## config.mk

```make
export PLATFORM = sky130hd
export DESIGN_NAME = dds_sweep_ctrl
export DESIGN_NICKNAME = d
export VERILOG_FILES = /design/src/rtl/dds_pkg.sv /design/src/rtl/dds_dwell_cnt.sv /design/src/rtl/dds_sweep_ctrl.sv
export SDC_FILE = /design/constraint.sdc
export NUM_CORES = 1
export LEC_CHECK = 0
export BUFFER_PORTS_ARGS = -buffer_cell sky130_fd_sc_hd__buf_4
export CAP_MARGIN = 20
export CORE_UTILIZATION = 45
export DETAILED_ROUTE_END_ITERATION = 12
export GPL_ROUTABILITY_DRIVEN = 0
export PLACE_DENSITY = 0.74
export SETUP_SLACK_MARGIN = 0.5
export SLEW_MARGIN = 20
export SYNTH_ARGS = -nofsm -noshare
export SYNTH_HDL_FRONTEND = slang
export SYNTH_SLANG_ARGS = --single-unit
```

## constraint.sdc

```tcl
create_clock -name CLK -period 7.5 [get_ports CLK]
set_input_delay 1.5 -clock CLK [delete_from_list [all_inputs] [get_ports CLK]]
set_output_delay 1.5 -clock CLK [all_outputs]
set_load 0.005 [all_outputs]
```

## src/rtl/dds_pkg.sv

```systemverilog
// -----------------------------------------------------------------------------
// dds_pkg
// Shared constants for the DDS sweep controller and the downstream
// phase-accumulator stage: tuning-word width, sweep mode encodings and the
// sweep FSM state type.
// -----------------------------------------------------------------------------
package dds_pkg;

   localparam int W = 32;

   localparam logic [1:0] MODE_UP   = 2'b00;
   localparam logic [1:0] MODE_DOWN = 2'b01;
   localparam logic [1:0] MODE_SAW  = 2'b10;
   localparam logic [1:0] MODE_TRI  = 2'b11;

   typedef enum logic {
      IDLE = 1'b0,
      RUN  = 1'b1
   } state_t;

endpackage

```

## src/rtl/dds_dwell_cnt.sv

```systemverilog
// -----------------------------------------------------------------------------
// dds_dwell_cnt
// Loadable down-counter that times how long each tuning word is held.
// Counts down to zero and parks there; tc flags the zero (terminal) count.
//
// Ports:
//   CLK       system clock
//   RESET     synchronous, active-high reset (count -> 0)
//   load      load load_val this cycle (takes priority over counting)
//   load_val  value to load
//   tc        high while the count is zero
// -----------------------------------------------------------------------------
module dds_dwell_cnt #(
   parameter int DWELL_W = 16
) (
   input  logic               CLK,
   input  logic               RESET,
   input  logic               load,
   input  logic [DWELL_W-1:0] load_val,
   output logic               tc
);

   localparam logic [DWELL_W-1:0] ONE = {{(DWELL_W-1){1'b0}}, 1'b1};

   logic [DWELL_W-1:0] cnt;

   always_ff @(posedge CLK) begin
      if (RESET) begin
         cnt <= '0;
      end else if (load) begin
         cnt <= load_val;
      end else if (cnt != '0) begin
         cnt <= cnt - ONE;
      end
   end

   assign tc = (cnt == '0);

endmodule

```

## src/rtl/dds_sweep_ctrl.sv

```systemverilog
// -----------------------------------------------------------------------------
// dds_sweep_ctrl
// Frequency-sweep controller driving the DDS accumulator tuning word (ADDER).
// Steps ADDER from f_start toward f_stop by f_step, holding each value for
// dwell clocks. Modes: single up, single down, sawtooth, triangle.
//
// Ports:
//   CLK, RESET   system clock, synchronous active-high reset
//   start        pulse, starts a sweep from IDLE (ignored together with abort)
//   abort        pulse, stops a running sweep, ADDER holds
//   mode         sweep mode (dds_pkg MODE_*)
//   f_start      first tuning word
//   f_stop       end tuning word
//   f_step       step size (0 behaves as 1)
//   dwell        clocks per value (0 behaves as 1)
//   ADDER        registered tuning word
//   busy         sweep running
//   done         one-cycle pulse when a single sweep completes
//   step_tick    one-cycle pulse whenever ADDER takes a new value
//
// state | meaning
// ------+-----------------------------------------------------------------
// IDLE  | no sweep; ADDER holds last value; waiting for start
// RUN   | sweeping; dwell counter times each value, tc triggers next value
// -----------------------------------------------------------------------------
module dds_sweep_ctrl
   import dds_pkg::*;
#(
   parameter int W       = dds_pkg::W,
   parameter int DWELL_W = 16
) (
   input  logic               CLK,
   input  logic               RESET,
   input  logic               start,
   input  logic               abort,
   input  logic [1:0]         mode,
   input  logic [W-1:0]       f_start,
   input  logic [W-1:0]       f_stop,
   input  logic [W-1:0]       f_step,
   input  logic [DWELL_W-1:0] dwell,
   output logic [W-1:0]       ADDER,
   output logic               busy,
   output logic               done,
   output logic               step_tick
);

   localparam logic [W-1:0]       ONE_W = {{(W-1){1'b0}}, 1'b1};
   localparam logic [DWELL_W-1:0] ONE_D = {{(DWELL_W-1){1'b0}}, 1'b1};

   state_t             state_q, state_d;
   logic [W-1:0]       adder_q, adder_d;
   logic               busy_q, busy_d;
   logic               done_q, done_d;
   logic               tick_q, tick_d;
   logic               dir_dn_q, dir_dn_d;
   logic               at_end_q, at_end_d;

   // shadow copies of the configuration, frozen for the whole sweep
   logic [1:0]         mode_s, mode_sd;
   logic [W-1:0]       fstart_s, fstart_sd;
   logic [W-1:0]       fstop_s, fstop_sd;
   logic [W-1:0]       fstep_s, fstep_sd;
   logic [DWELL_W-1:0] dwell_m1_s, dwell_m1_sd;

   logic               cnt_load;
   logic [DWELL_W-1:0] cnt_val;
   logic               tc;

   logic [W-1:0]       step_eff;
   logic [DWELL_W-1:0] dwell_m1_in;
   logic [W:0]         sum;
   logic [W:0]         diff;
   logic               up_hit;
   logic               dn_hit_stop;
   logic               dn_hit_start;

   dds_dwell_cnt #(.DWELL_W(DWELL_W)) u_dwell_cnt (
      .CLK      (CLK),
      .RESET    (RESET),
      .load     (cnt_load),
      .load_val (cnt_val),
      .tc       (tc)
   );

   assign step_eff    = (fstep_s == '0) ? ONE_W : fstep_s;
   assign dwell_m1_in = (dwell == '0) ? '0 : (dwell - ONE_D);

   // extra MSB captures carry (up) / borrow (down) so clamping catches wrap
   assign sum          = {1'b0, adder_q} + {1'b0, step_eff};
   assign diff         = {1'b0, adder_q} - {1'b0, step_eff};
   assign up_hit       = sum[W]  | (sum[W-1:0]  >= fstop_s);
   assign dn_hit_stop  = diff[W] | (diff[W-1:0] <= fstop_s);
   assign dn_hit_start = diff[W] | (diff[W-1:0] <= fstart_s);

   always_ff @(posedge CLK) begin
      if (RESET) begin
         state_q    <= IDLE;
         adder_q    <= '0;
         busy_q     <= 1'b0;
         done_q     <= 1'b0;
         tick_q     <= 1'b0;
         dir_dn_q   <= 1'b0;
         at_end_q   <= 1'b0;
         mode_s     <= MODE_UP;
         fstart_s   <= '0;
         fstop_s    <= '0;
         fstep_s    <= '0;
         dwell_m1_s <= '0;
      end else begin
         state_q    <= state_d;
         adder_q    <= adder_d;
         busy_q     <= busy_d;
         done_q     <= done_d;
         tick_q     <= tick_d;
         dir_dn_q   <= dir_dn_d;
         at_end_q   <= at_end_d;
         mode_s     <= mode_sd;
         fstart_s   <= fstart_sd;
         fstop_s    <= fstop_sd;
         fstep_s    <= fstep_sd;
         dwell_m1_s <= dwell_m1_sd;
      end
   end

   always_comb begin
      state_d     = state_q;
      adder_d     = adder_q;
      busy_d      = busy_q;
      done_d      = 1'b0;
      tick_d      = 1'b0;
      dir_dn_d    = dir_dn_q;
      at_end_d    = at_end_q;
      mode_sd     = mode_s;
      fstart_sd   = fstart_s;
      fstop_sd    = fstop_s;
      fstep_sd    = fstep_s;
      dwell_m1_sd = dwell_m1_s;
      cnt_load    = 1'b0;
      cnt_val     = dwell_m1_s;

      case (state_q)
         IDLE: begin
            if (start && !abort) begin
               mode_sd     = mode;
               fstart_sd   = f_start;
               fstop_sd    = f_stop;
               fstep_sd    = f_step;
               dwell_m1_sd = dwell_m1_in;
               adder_d     = f_start;
               tick_d      = 1'b1;
               busy_d      = 1'b1;
               dir_dn_d    = (mode == MODE_DOWN);
               at_end_d    = 1'b0;
               cnt_load    = 1'b1;
               cnt_val     = dwell_m1_in;
               state_d     = RUN;
            end
         end

         RUN: begin
            if (abort) begin
               state_d = IDLE;
               busy_d  = 1'b0;
            end else if (tc) begin
               cnt_load = 1'b1;
               case (mode_s)
                  MODE_UP, MODE_DOWN: begin
                     if (at_end_q) begin
                        // endpoint has completed its dwell
                        state_d = IDLE;
                        busy_d  = 1'b0;
                        done_d  = 1'b1;
                     end else begin
                        tick_d = 1'b1;
                        if (!dir_dn_q) begin
                           if (up_hit) begin
                              adder_d  = fstop_s;
                              at_end_d = 1'b1;
                           end else begin
                              adder_d = sum[W-1:0];
                           end
                        end else begin
                           if (dn_hit_stop) begin
                              adder_d  = fstop_s;
                              at_end_d = 1'b1;
                           end else begin
                              adder_d = diff[W-1:0];
                           end
                        end
                     end
                  end

                  MODE_SAW: begin
                     tick_d = 1'b1;
                     if (at_end_q) begin
                        adder_d  = fstart_s;
                        at_end_d = 1'b0;
                     end else if (up_hit) begin
                        adder_d  = fstop_s;
                        at_end_d = 1'b1;
                     end else begin
                        adder_d = sum[W-1:0];
                     end
                  end

                  default: begin
                     // triangle: turn around at both ends, never terminates
                     tick_d = 1'b1;
                     if (!dir_dn_q) begin
                        if (up_hit) begin
                           adder_d  = fstop_s;
                           dir_dn_d = 1'b1;
                        end else begin
                           adder_d = sum[W-1:0];
                        end
                     end else begin
                        if (dn_hit_start) begin
                           adder_d  = fstart_s;
                           dir_dn_d = 1'b0;
                        end else begin
                           adder_d = diff[W-1:0];
                        end
                     end
                  end
               endcase
            end
         end

         default: begin
            state_d = IDLE;
         end
      endcase
   end

   assign ADDER     = adder_q;
   assign busy      = busy_q;
   assign done      = done_q;
   assign step_tick = tick_q;

endmodule
```

==> out/qor.yml <==
synth.most_common_cell: "nand2_1"
firstDrtPassIters: 7
p_total_uw: 4250
cts_max_path_buffers: 2
wl_per_cell_um: 21.4
post_drt_via_cell_ratio: 6.34
end_kind: "flip-flop"
async_flop_share: 0
yosys.area.top_type_share: 0.221
yosysWarnings: 0
ys_seq_area_frac: 0.221
syn_area_sq_mm: 0.0152
grt_max_degree: 75
slew_violations: 0
fp-row-count: 67
fillers: 3320
antenna_left: 0
drive_gt1_frac: 0.114
rsz0062_at_grt: "no"
fmax_mhz: 148
synth_area_leaders: "dfxtp_1 (22%), ha_1 (14%), a21oi_1 (10%), nand2_1 (8.2%), nor2_1 (3.7%)"
syn_nets: 2426
crit_type: "flip-flop to flip-flop"
hold_viol: 0
clock_latency_ns: 0.48
grt_use_total: 0.327
area_delta_synth_final_pct: 12.3
skew_ns: 0.0201
core_sq_mm: 0.0334
cp_max_fo: 10
overflow: 0
p_leak_uw: 0.00697
syn_inst: 2138
cts.sinks: 168
tns_ns: 0
slew_headroom: 0.300
antenna_found_initial: 2
ios: 153
power_density_mw_per_mm2: 248
reg2reg_slack_ns: 0.73
wl_um: 56500
synthTopCellsByCount: "nand2_1 (332), a21oi_1 (306), dfxtp_1 (168), ha_1 (168), nor2_1 (151)"
finalSetupViolCount: 0
cts_made_buffers: 17
port_buffers: 152
crit_required_ns: 7.91
period_needed_ns: 6.77
synth_cell_types: 87
die_y_um: 186
first_iter_violations: 2308
h-tree-depth: 4
synth_ff_type: "dfxtp_1"
start_util: 0.456
cts_tree: "built"
path_clk_slew_ns: 0.08
drv_cap: 0
dp_hpwl_um: 42300
die_w_um: 186
grt_pass1_vias: 15300
drc: 0
cts_root_buffer: "clkbuf_16"
status: "finished, final reports clean"
num_vias: 16700
synth_edf_count: 0
arrival_ns: 7.17
postCtsHoldBufs: 0
die-area_sq_mm: 0.0346
fin_nets: 2465
diodes: 0
grt_first_pass_wirelength_um: 86300
irDropWorstVdd_mv: 0.235
cp-start-kind: "flip-flop"
syn_avg_cell_area_sq_um: 7.13
tightest_slew_ns: 1.05
yosysTopAreaCell: "dfxtp_1"
hp-class: "flip-flop to flip-flop"
synth_seq_cells: 168
period_share: 0.903
[cell type report]
type / count / area (sq um) / share of cell area
clock buffer: 19 / 433 / 0.0253
clock inverter: 13 / 135 / 0.00789
inverter: 138 / 518 / 0.0303
multi-input combinational: 1673 / 10800 / 0.629
sequential: 168 / 3360 / 0.196
tap: 448 / 561 / 0.0327
timing repair buffer: 179 / 1340 / 0.0785
[final timing paths]
kind / startpoint / end / cells past startpoint
setup / recovery: fstep_s[23]$_SDFFE_PP0P_ / ADDER[8]$_SDFFE_PP0P_ / 24
hold / removal: fstart_s[28]$_SDFFE_PP0P_ / fstart_s[28]$_SDFFE_PP0P_ / 2
setup reg to reg: fstep_s[23]$_SDFFE_PP0P_ / ADDER[8]$_SDFFE_PP0P_ / 24
hold reg to reg: fstart_s[28]$_SDFFE_PP0P_ / fstart_s[28]$_SDFFE_PP0P_ / 2
[through the flow]
| step | hold WS, ns | setup WS, ns | std cells | instance area, sq um | utilization |
|---|---|---|---|---|---|
| after floorplan | 0.436 | 2.01 | 2138 | 15200 | - |
| after global placement | 0.444 | 0.636 | 2597 | 16400 | 0.491 |
| after detailed placement | 0.451 | 0.450 | 2597 | 16400 | 0.491 |
| after CTS | 0.461 | 0.539 | 2629 | 17000 | 0.508 |
| after global routing | 0.484 | 0.490 | 2638 | 17100 | 0.512 |
| final | 0.461 | 0.731 | 2638 | 17100 | 0.512 |
[cell usage in the layout, fill, tap and decap left out, types with 7 or more instances in the layout]
cell type / n
or3_1: 10
o21ai_1: 8
xor2_1: 16
o21bai_1: 19
dfxtp_1: 167
clkbuf_16: 17
buf_4: 179
a211o_1: 10
nor4_1: 23
o22ai_1: 17
o21a_1: 7
nand2_1: 331
and3_1: 8
a221oi_1: 17
nor2_1: 150
nor3_1: 38
inv_1: 135
nand4_1: 26
a31oi_1: 17
o31a_1: 10
a21o_1: 25
nand2b_1: 21
and4_1: 10
xnor2_1: 63
nor2b_1: 16
o221ai_1: 15
mux2_2: 7
and2_1: 9
ha_1: 168
a211oi_1: 31
o31ai_1: 13
o21ai_0: 92
a311oi_1: 7
nand3_1: 43
mux2i_1: 29
o211ai_1: 20
a21oi_1: 306
[report_power, final]
part / leakage, uW / switching [uW] / internal (uW) / total, uW
clock: 0.000271 / 429 / 468 / 896
sequential: 0.00138 / 103 / 965 / 1070
combinational: 0.00532 / 1410 / 878 / 2290
total: 0.00697 / 1940 / 2310 / 4250
[state kept, by name (all words and copies together), names as in the netlist]
name,count
busy,1
dwell_m1_s,16
at_end_q,1
u_dwell_cnt.cnt,16
ADDER,32
step_tick,1
state_q,1
fstep_s,32
fstart_s,32
fstop_s,32
done,1
mode_s,2
dir_dn_q,1
[worst max-delay path, cell delays in order (launching register included)]
cell and delay, ns:
dfxtp_1 0.37, nor4_4 0.36, nand4_1 0.27, o21bai_1 0.28, ha_1 0.24, fa_1 0.22, nor2b_1 0.26, o311ai_2 0.16
a2111oi_4 0.49, o31ai_4 0.18, o221a_2 0.31, o31ai_4 0.26, a221oi_1 0.15, xor2_1 0.24, ha_1 0.31, a21oi_1 0.16
nand2_1 0.07, a2111o_1 0.40, a221oi_1 0.22, o211ai_1 0.17, a221o_4 0.45, buf_4 0.17, a21oi_1 0.61, o221ai_1 0.23
nand2_1 0.11
[layer usage]
metal  part of all wire  vias to the layer above  routed length [um]  GRT usage
li1                   -                     7675                   -          -
met4              0.067                        2                3810      0.213
met3               0.11                      266                6090     0.0902
met5            0.00023                        -                  13          0
met2               0.44                     1065               24800      0.504
met1               0.39                     7716               21800      0.398
[cell families (layout without fill, tap and decap cells)]
family                   Yosys count  in the layout  share of synthesized area
AND/OR/NAND/NOR                  709            709                      0.209
AO/OA/AOI/OAI                    678            678                      0.281
buffers and inverters            297            349                     0.0777
adder cells (fa/ha/maj)          170            170                      0.141
flip-flops                       168            168                      0.221
XOR/XNOR                          79             79                     0.0454
multiplexers                      37             37                     0.0252
[repair_timing]
item | in CTS | in global routing
resized for setup | 1 | 8
endpoints found under the hold margin | 0 | 0
pin swaps | 0 | 5
endpoints found under the setup margin | 5 | 34
setup buffers | 0 | 9
Power figures use the tool's default switching activity.
